==> src/rtl/countdown_timer_ctrl_if.sv <==
// Button/tick inputs and timer status outputs of the countdown timer controller.
// The slave modport is the controller's view; master is the driver side.
interface countdown_timer_ctrl_if;
  logic       tick_1hz;
  logic       btn_add_min;
  logic       btn_add_10s;
  logic       btn_start_stop;
  logic       btn_clear;
  logic [7:0] seconds_total;
  logic       running;
  logic       alarm;
  logic [2:0] state;

  modport master (
    output tick_1hz, btn_add_min, btn_add_10s, btn_start_stop, btn_clear,
    input  seconds_total, running, alarm, state
  );

  modport slave (
    input  tick_1hz, btn_add_min, btn_add_10s, btn_start_stop, btn_clear,
    output seconds_total, running, alarm, state
  );
endinterface

==> src/rtl/countdown_timer_ctrl.sv <==
// Kitchen countdown timer sequencer: button edge detection, saturating time load,
// run/pause/alarm state machine driven by a 1 Hz tick.
module countdown_timer_ctrl #(
  parameter int MAX_SECONDS = 255,
  parameter int ALARM_TICKS = 5
) (
  input  logic                  clk,
  input  logic                  rst_n,
  countdown_timer_ctrl_if.slave bus
);
  localparam int CW = (ALARM_TICKS < 2) ? 1 : $clog2(ALARM_TICKS + 1);

  typedef enum logic [2:0] {
    IDLE  = 3'd0,
    SET   = 3'd1,
    RUN   = 3'd2,
    PAUSE = 3'd3,
    DONE  = 3'd4
  } state_t;

  state_t          state_q, state_n;
  logic [7:0]      secs_q, secs_n;
  logic [CW-1:0]   acnt_q, acnt_n, acnt_inc;
  logic [3:0]      prev_q, levels, press;
  logic            clr_p, ss_p, add_p;
  logic [8:0]      sum;
  logic [7:0]      added;

  // Bit order: {clear, start_stop, add_min, add_10s}, also the priority order.
  assign levels = {bus.btn_clear, bus.btn_start_stop, bus.btn_add_min, bus.btn_add_10s};
  assign press  = levels & ~prev_q;
  assign clr_p  = press[3];
  assign ss_p   = ~press[3] & press[2];
  assign add_p  = ~press[3] & ~press[2] & (press[1] | press[0]);

  assign sum      = {1'b0, secs_q} + (press[1] ? 9'd60 : 9'd10);
  assign added    = (sum > 9'(MAX_SECONDS)) ? 8'(MAX_SECONDS) : sum[7:0];
  assign acnt_inc = acnt_q + 1'b1;

  always_ff @(posedge clk or negedge rst_n) begin
    if (!rst_n) begin
      state_q <= IDLE;
      secs_q  <= 8'd0;
      acnt_q  <= '0;
      prev_q  <= 4'd0;
    end else begin
      state_q <= state_n;
      secs_q  <= secs_n;
      acnt_q  <= acnt_n;
      prev_q  <= levels;
    end
  end

  always_comb begin
    state_n = state_q;
    secs_n  = secs_q;
    acnt_n  = acnt_q;
    if (clr_p) begin
      state_n = IDLE;
      secs_n  = 8'd0;
      acnt_n  = '0;
    end else begin
      case (state_q)
        IDLE: begin
          secs_n = 8'd0;
          if (add_p) begin
            secs_n = added;
            if (added != 8'd0) state_n = SET;
          end
        end
        SET: begin
          if (ss_p)       state_n = RUN;
          else if (add_p) secs_n  = added;
        end
        RUN: begin
          if (ss_p) begin
            state_n = PAUSE;
          end else if (bus.tick_1hz) begin
            if (secs_q <= 8'd1) begin
              secs_n  = 8'd0;
              state_n = DONE;
              acnt_n  = '0;
            end else begin
              secs_n = secs_q - 8'd1;
            end
          end
        end
        PAUSE: begin
          if (ss_p)       state_n = RUN;
          else if (add_p) secs_n  = added;
        end
        DONE: begin
          secs_n = 8'd0;
          if (ss_p) begin
            state_n = IDLE;
            acnt_n  = '0;
          end else if (bus.tick_1hz) begin
            acnt_n = acnt_inc;
            if (acnt_inc == CW'(ALARM_TICKS)) begin
              state_n = IDLE;
              acnt_n  = '0;
            end
          end
        end
        default: begin
          state_n = IDLE;
          secs_n  = 8'd0;
          acnt_n  = '0;
        end
      endcase
    end
  end

  assign bus.seconds_total = secs_q;
  assign bus.state         = state_q;
  assign bus.running       = (state_q == RUN);
  assign bus.alarm         = (state_q == DONE);
endmodule
==> src/flat_wrapper.sv <==
// flat-port wrapper written by rule: the top's interface ports become plain ports
module countdown_timer_ctrl_flat 
#(
  parameter int MAX_SECONDS = 255,
  parameter int ALARM_TICKS = 5
)
  (clk, rst_n, bus_tick_1hz, bus_btn_add_min, bus_btn_add_10s, bus_btn_start_stop, bus_btn_clear, bus_seconds_total, bus_running, bus_alarm, bus_state);
  countdown_timer_ctrl_if bus_i ();
  input  logic clk;
  input  logic rst_n;
  input wire logic [$bits(bus_i.tick_1hz)-1:0] bus_tick_1hz;
  input wire logic [$bits(bus_i.btn_add_min)-1:0] bus_btn_add_min;
  input wire logic [$bits(bus_i.btn_add_10s)-1:0] bus_btn_add_10s;
  input wire logic [$bits(bus_i.btn_start_stop)-1:0] bus_btn_start_stop;
  input wire logic [$bits(bus_i.btn_clear)-1:0] bus_btn_clear;
  output wire logic [$bits(bus_i.seconds_total)-1:0] bus_seconds_total;
  output wire logic [$bits(bus_i.running)-1:0] bus_running;
  output wire logic [$bits(bus_i.alarm)-1:0] bus_alarm;
  output wire logic [$bits(bus_i.state)-1:0] bus_state;
  assign bus_i.tick_1hz = bus_tick_1hz;
  assign bus_i.btn_add_min = bus_btn_add_min;
  assign bus_i.btn_add_10s = bus_btn_add_10s;
  assign bus_i.btn_start_stop = bus_btn_start_stop;
  assign bus_i.btn_clear = bus_btn_clear;
  assign bus_seconds_total = bus_i.seconds_total;
  assign bus_running = bus_i.running;
  assign bus_alarm = bus_i.alarm;
  assign bus_state = bus_i.state;
  countdown_timer_ctrl #(.MAX_SECONDS(MAX_SECONDS), .ALARM_TICKS(ALARM_TICKS)) u_core (.clk(clk), .rst_n(rst_n), .bus(bus_i));
endmodule
==> config.mk <==
export PLATFORM = sky130hd
export DESIGN_NAME = countdown_timer_ctrl_flat
export DESIGN_NICKNAME = d
export VERILOG_FILES = /design/src/rtl/countdown_timer_ctrl_if.sv /design/src/rtl/countdown_timer_ctrl.sv /design/src/flat_wrapper.sv
export SDC_FILE = /design/constraint.sdc
export NUM_CORES = 1
export LEC_CHECK = 0
export ABC_AREA = 1
export CAP_MARGIN = 5
export CORE_ASPECT_RATIO = 0.75
export CORE_UTILIZATION = 49
export CTS_CLUSTER_DIAMETER = 30
export DETAILED_ROUTE_END_ITERATION = 12
export GPL_ROUTABILITY_DRIVEN = 1
export PLACE_DENSITY = 0.73
export SYNTH_ARGS = -nofsm -noshare
export SYNTH_HDL_FRONTEND = slang
export SYNTH_SLANG_ARGS = --single-unit
==> constraint.sdc <==
create_clock -name clk -period 1.8 [get_ports clk]
set_input_delay 0.36 -clock clk [delete_from_list [all_inputs] [get_ports clk]]
set_output_delay 0.36 -clock clk [all_outputs]
set_load 0.05 [all_outputs]
==> impl_metrics.py, run 1 <==
metrics = {
    "final_layout": {
        "area_growth_pct": 56.0,
        "antenna_cells": 0,
        "layout_common_cells": "52 x buf_4, 44 x nand2_1, 31 x inv_1, 18 x nor2_1, 15 x dfrtp_1",
        "final-seq-area_sq_um": 454,
        "final_cell_area_sq_um": 2240,
        "final_common_cell": "buf_4",
        "fillers": 160,
        "drive_gt1_frac": 0.425,
        "multi_input_area_sq_um": 993,
        "fin_nets": 294,
    },
    "hold_path": {
        "worstHoldStart": "bus_btn_clear",
        "whs_path_depth": 1,
        "min_path_type": "in -> reg",
        "worstHoldEndpoint": "u_core.prev_q[3]$_DFF_PN0_",
    },
    "placement": {
        "routabilityCongestion": 0.901,
        "port_buffers": 19,
        "place_hpwl_microns": 3150,
        "dp_slack_ns": -0.730,
        "placed_area_sq_um": 1950,
    },
    "detailed_routing": {
        "viasPerCell": 5.43,
        "drt_pre_antenna_iters": 4,
        "wire_per_inst_microns": 15.3,
        "drtIter0Drc": 187,
        "drt_wl_total_microns": 4830,
        "drc": 0,
        "ant_nets": 0,
        "num_vias": 1717,
    },
    "timing": {
        "final-hold-violation-count": 0,
        "setup_viol": 9,
        "worstMarginPinSlew_ns": 0.395,
        "clock.fmax_mhz": 499,
        "period_minus_slack_ns": 2.00,
        "slew_headroom": 0.735,
        "rsz0062_at_grt": "yes",
        "worst_slack_ns": -0.204,
        "fin_crit_sh": 1.11,
        "drv_slew": 0,
        "skew_ns": 0.0124,
    },
    "yosys": {
        "avgSynthCellArea_sq_um": 6.71,
        "yosysSeqAreaShare": 0.314,
        "synth_edf_count": 0,
        "async_reset_ff_frac": 1.00,
        "synth-seq-cells": 18,
        "syn-num-nets": 227,
        "ys_types": 29,
        "syn_area_sq_um": 1440,
        "synth_cells": 214,
        "yosys_warnings": 0,
        "synth-main-ff-cell": "dfrtp_1",
    },
    "setup_path": {
        "rrSetupSlack_ns": -0.20,
        "crit_path_max_fanout": 4,
        "r2r_start": "u_core.prev_q[1]$_DFF_PN0_",
        "critPathBufInv": 4,
        "endpoint_kind": "flip-flop",
        "reg2reg_depth": 19,
        "cpPeakStageDelay_ns": 0.37,
        "path_cells": "inv_2, buf_6, nand3_4, nand2_2, inv_2, ha_4, inv_4, nand3_2, nand2_2, nand3b_1, nand2_1, nand2_2, a21oi_2, nand2_1, nand2_1, nand2_2, nand2_2, nand2_1, nand2_1",
        "reg2reg_to": "u_core.bus.state[1]$_DFFE_PN0P_",
        "cp.arrival_ns": 2.21,
        "crit_family": "simple AND/OR/NAND/NOR gates",
        "worstPathRequired_ns": 2.01,
        "cp_slowest_cell": "dfrtp_1",
        "cp-start-kind": "flip-flop",
        "worstSetupPathType": "reg -> reg",
    },
    "run_status": {
        "violations": "negative setup slack",
        "status": "finished with violations",
    },
    "clock_network": {
        "cts_sinks": 18,
        "path_clk_slew_ns": 0.08,
        "cts_tree": "done",
        "clockRootBuffer": "clkbuf_8",
        "clockBufferDepth": 2,
        "cts-buffers-inserted": 3,
        "h-tree-depth": 1,
        "clkLatencyLatePin_ns": 0.26,
    },
    "pwr": {
        "fin_total_pwr_uw": 3850,
        "power.leakage_uw": 0.00119,
        "peakVddDrop_v": 0.00115,
        "power_density_nw_per_um2": 1720,
    },
    "grt": {
        "antenna_found_initial": 0,
        "grt_pass1_vias": 1696,
        "grt_start_max_net_pins": 19,
        "grt_pass1_wl_microns": 7470,
        "gr-total-overflow": 0,
        "grt_use_total": 0.310,
    },
    "floorplan": {
        "core-area_sq_um": 2700,
        "num_io_pins": 20,
        "start_util": 0.531,
        "dieWidth_microns": 64.5,
        "rows": 16,
        "die-area_sq_um": 3150,
        "fp.dieH_microns": 48.9,
    },
    "job": {
        "drv_cap": 0,
    },
}
## worst reg2reg max path, delay by kind of cell, from the launching register on
| kind | cells | cell delay (ns) |
|---|---|---|
| AOI/OAI and AO/OA | 1 | 0.16 |
| adders and majority gates | 1 | 0.15 |
| buffers and inverters | 4 | 0.28 |
| and+or+nand+nor | 13 | 0.99 |
| DFF | 1 | 0.37 |
## stage by stage
step                hold slack, ns  TNS, ns  instances  utilization
floorplan                   0.0644   -0.587        214            -
CTS                          0.420   -0.479        312        0.786
global route                 0.275    -2.54        316        0.828
finish                       0.270    -1.02        316        0.828
detailed placement           0.513    -6.63        304        0.722
global placement             0.483    -5.37        304        0.722
## cell usage after synthesis (2+ instances only)
master    count  area [sq um]
nand3_1      12          60.1
nor3_1        2          10.0
xor2_1        4          35.0
ha_1          6          75.1
nand3b_1      2          15.0
dfrtp_1      18           450
inv_1        42           158
nor2_1       26          97.6
o22ai_1       6          37.5
nand3_2       2          20.0
nand2_1      51           191
o21ai_0      12          60.1
inv_2         2          7.51
a21oi_1       8          40.0
nand2_2       7          43.8
## sequential cells by signal (all words and copies together), names as in the netlist
register	count
u_core.bus.seconds_total	8
u_core.prev_q	4
u_core.acnt_q	3
u_core.bus.state	3
## kinds of logic (layout without fill, tap and decap cells)
family,after synthesis,count (layout),synth area share
simple gates,106,106,0.341
xor+xnor,5,5,0.0305
compound gates,35,35,0.147
flops,18,18,0.314
buf+inv,44,110,0.115
fa+ha+maj,6,6,0.0523
## metal layers
metal	wire, microns	GRT usage
met5	0	0
met1	2060	0.418
met2	2310	0.488
met4	82	0.126
met3	380	0.0607
## power by group
| part | internal [uW] | leakage [uW] | switching (uW) |
|---|---|---|---|
| combinational | 1120 | 0.000928 | 1730 |
| clock | 195 | 0.0000288 | 149 |
| sequential | 527 | 0.000229 | 134 |
| total | 1840 | 0.00119 | 2010 |
## worst max-delay path by stage
| stage | cells after the start | end | slack (ns) | from |
|---|---|---|---|---|
| finish | 19 | u_core.bus.state[1]$_DFFE_PN0P_ | -0.20 | u_core.prev_q[1]$_DFF_PN0_ |
| global route | 19 | u_core.bus.state[1]$_DFFE_PN0P_ | -0.44 | u_core.prev_q[1]$_DFF_PN0_ |
| global placement | 16 | u_core.bus.state[2]$_DFFE_PN0P_ | -0.62 | bus_btn_add_min |
| floorplan | 16 | u_core.bus.state[2]$_DFFE_PN0P_ | -0.14 | u_core.bus.seconds_total[2]$_DFFE_PN0P_ |
| detailed placement | 14 | u_core.bus.state[1]$_DFFE_PN0P_ | -0.73 | bus_btn_add_min |
| CTS | 15 | u_core.bus.state[2]$_DFFE_PN0P_ | -0.13 | u_core.prev_q[1]$_DFF_PN0_ |
## layout make-up
| class | instances | share of cell area |
|---|---|---|
| repair buffers | 62 | 0.231 |
| multi-input cells | 152 | 0.444 |
| clock buffers | 4 | 0.0246 |
| well taps | 36 | 0.0201 |
| inverters | 44 | 0.0771 |
| flip-flops and latches | 18 | 0.203 |
## timing repair
action                                 in CTS  in global routing
resized for setup                          27                 31
buffers inserted                            4                  5
setup endpoints to repair                  14                 14
endpoints found under the hold margin       0                  0
pin swaps                                  17                 15
hold buffers                                0                  0
Power figures use the tool's default switching activity.
==> inputs of run 2 (changes only) <==
Settings changed: CORE_UTILIZATION 49 to 30, PLACE_DENSITY 0.73 to 0.48, SETUP_SLACK_MARGIN set to 0.15.
==> impl_metrics.py, run 2 (synthesis results as in run 1) <==
metrics = {
    "final_layout": {
        "largest_reg_flops": 8,
        "antenna_cells": 0,
        "fin_nets": 300,
        "fillers": 446,
        "final_common_cell": "buf_4",
        "area_growth_pct": 68.7,
        "layout_common_cells": "48 x buf_4, 40 x nand2_1, 28 x inv_1, 17 x nor2_1",
        "drive_gt1_frac": 0.510,
    },
    "pwr": {
        "pwr-share-clk": 0.087,
        "power_switching_uw": 2000,
        "p_int_uw": 1930,
        "swShare": 0.509,
        "peakVddDrop_v": 0.000734,
        "comb_power_share": 0.739,
        "power.leakage_uw": 0.00120,
        "power_density_nw_per_um2": 1630,
        "p_seq_frac": 0.175,
    },
    "timing": {
        "fin_crit_sh": 1.08,
        "period_minus_slack_ns": 1.94,
        "setup_viol": 3,
        "drv_slew": 0,
        "worst_slack_ns": -0.140,
        "worstMarginPinSlew_ns": 0.408,
        "clock.fmax_mhz": 515,
        "skew_ns": 0.00833,
        "slew_headroom": 0.726,
        "holdWs_ns": 0.346,
        "rsz0062_at_grt": "yes",
        "final-hold-violation-count": 0,
    },
    "hold_path": {
        "min_path_type": "in -> reg",
        "worstHoldEndpoint": "u_core.prev_q[2]$_DFF_PN0_",
        "worstHoldStart": "bus_btn_start_stop",
        "whs_path_depth": 1,
    },
    "placement": {
        "dp_slack_ns": -0.711,
        "place_hpwl_microns": 3060,
        "routabilityCongestion": 0.799,
        "port_buffers": 19,
    },
    "setup_path": {
        "worstPathRequired_ns": 1.96,
        "reg2reg_depth": 18,
        "rrSetupSlack_ns": -0.14,
        "reg2reg_to": "u_core.bus.state[1]$_DFFE_PN0P_",
        "worstSetupPathType": "reg -> reg",
        "cp-start-kind": "flip-flop",
        "endpoint_kind": "flip-flop",
        "crit_path_max_fanout": 4,
        "cp.arrival_ns": 2.10,
        "r2r_start": "u_core.prev_q[1]$_DFF_PN0_",
    },
    "run_status": {
        "status": "finished with violations",
        "violations": "negative setup slack",
    },
    "floorplan": {
        "start_util": 0.318,
        "fp.dieH_microns": 61.9,
        "core-area_sq_um": 4520,
        "num_io_pins": 20,
        "dieWidth_microns": 81.9,
        "rows": 21,
        "die-area_sq_um": 5070,
    },
    "clock_network": {
        "cts_hold_buf": 0,
        "cts-buffers-inserted": 3,
        "cts_sinks": 18,
        "h-tree-depth": 1,
        "cts_tree": "done",
        "clockBufferDepth": 2,
        "path_clk_slew_ns": 0.08,
        "clkLatencyLatePin_ns": 0.26,
        "clockRootBuffer": "clkbuf_8",
    },
    "detailed_routing": {
        "drc": 0,
        "drtIter0Drc": 45,
        "wire_per_inst_microns": 12.3,
        "drt_pre_antenna_iters": 4,
        "drt_wl_total_microns": 4210,
        "ant_nets": 0,
        "num_vias": 1584,
        "viasPerCell": 4.62,
    },
    "grt": {
        "grt_pass1_vias": 1455,
        "grt_start_max_net_pins": 19,
        "antenna_found_initial": 0,
        "grt_use_total": 0.183,
        "gr-total-overflow": 0,
        "grt_pass1_wl_microns": 6840,
    },
    "job": {
        "drv_cap": 0,
    },
}
[run 2: cell count changes in the layout (fill, tap and decap cells not counted), sizes merged]
| cell | change |
|---|---|
| dlymetal6s2s | -2 |
| buf | +6 |
| dlygate4sd2 | +2 |
[run 2: power groups by stage]
stage / registers (uW) / clock network, uW / logic [uW]
6_report: 688 / 341 / 2910
5_1_grt: 701 / 372 / 3170
4_1_cts: 683 / 353 / 2730
3_5_place_dp: 678 / 0 / 2430
3_3_place_gp: 677 / 0 / 2440
2_1_floorplan: 987 / 0 / 1270
[run 2: repair_timing]
item	CTS	global route
cloned	0	0
setup endpoints to repair	15	15
setup buffers	11	0
pin swaps	25	9
resized for setup	57	17
[run 2: routing by layer]
metal / global-route usage / part of all wire / up-vias / wire length (microns)
met5: 0 / 0 / - / 0
met4: 0.0526 / 0.0095 / 0 / 40
met3: 0.0467 / 0.046 / 4 / 192
met2: 0.264 / 0.43 / 34 / 1810
met1: 0.267 / 0.51 / 718 / 2160
li1: - / - / 828 / -
[run 2: how the worst max path moves through the flow]
| stage | start | end | slack [ns] | depth (start not counted) |
|---|---|---|---|---|
| 2_1_floorplan | u_core.bus.seconds_total[2]$_DFFE_PN0P_ | u_core.bus.state[2]$_DFFE_PN0P_ | -0.14 | 15 |
| 3_3_place_gp | bus_btn_add_min | u_core.bus.state[1]$_DFFE_PN0P_ | -0.67 | 14 |
| 3_5_place_dp | bus_btn_add_min | u_core.bus.state[1]$_DFFE_PN0P_ | -0.71 | 14 |
| 4_1_cts | u_core.prev_q[1]$_DFF_PN0_ | u_core.bus.state[1]$_DFFE_PN0P_ | -0.12 | 18 |
| 5_1_grt | u_core.prev_q[1]$_DFF_PN0_ | u_core.bus.state[1]$_DFFE_PN0P_ | -0.30 | 18 |
| 6_report | u_core.prev_q[1]$_DFF_PN0_ | u_core.bus.state[1]$_DFFE_PN0P_ | -0.14 | 18 |
[run 2: worst max-delay path: stages, from the launching register on]
cell and delay, ns:
dfrtp_1 0.37, inv_2 0.08, buf_6 0.10, nand3_4 0.05
nand2_2 0.08, inv_2 0.05, ha_4 0.15, inv_2 0.06
nand3_2 0.06, nand2_2 0.08, nand3b_1 0.10, nand2_1 0.08
nand2_1 0.06, a21oi_2 0.15, nand2_1 0.07, nand2_1 0.07
nand2_2 0.09, nand3_1 0.08, nand2_1 0.05
[run 2: final cells by class]
cell class | count | area, sq um | area share
Multi-Input combinational cell | 152 | 1060 | 0.438
Timing Repair Buffer | 68 | 603 | 0.249
Sequential cell | 18 | 462 | 0.191
Inverter | 44 | 170 | 0.0703
Tap cell | 57 | 71.3 | 0.0295
Clock buffer | 4 | 55.1 | 0.0227
[run 2: stage by stage]
stage               cell area [sq um]  setup TNS, ns  cells  utilization  power, uW
CTS                              2350         -0.416    343        0.521       3770
finish                           2420         -0.388    343        0.536       3940
global route                     2420          -1.29    343        0.536       4250
floorplan                        1490         -0.413    214            -       2250
detailed placement               2050          -5.86    328        0.453       3110
global placement                 2050          -5.67    328        0.453       3120
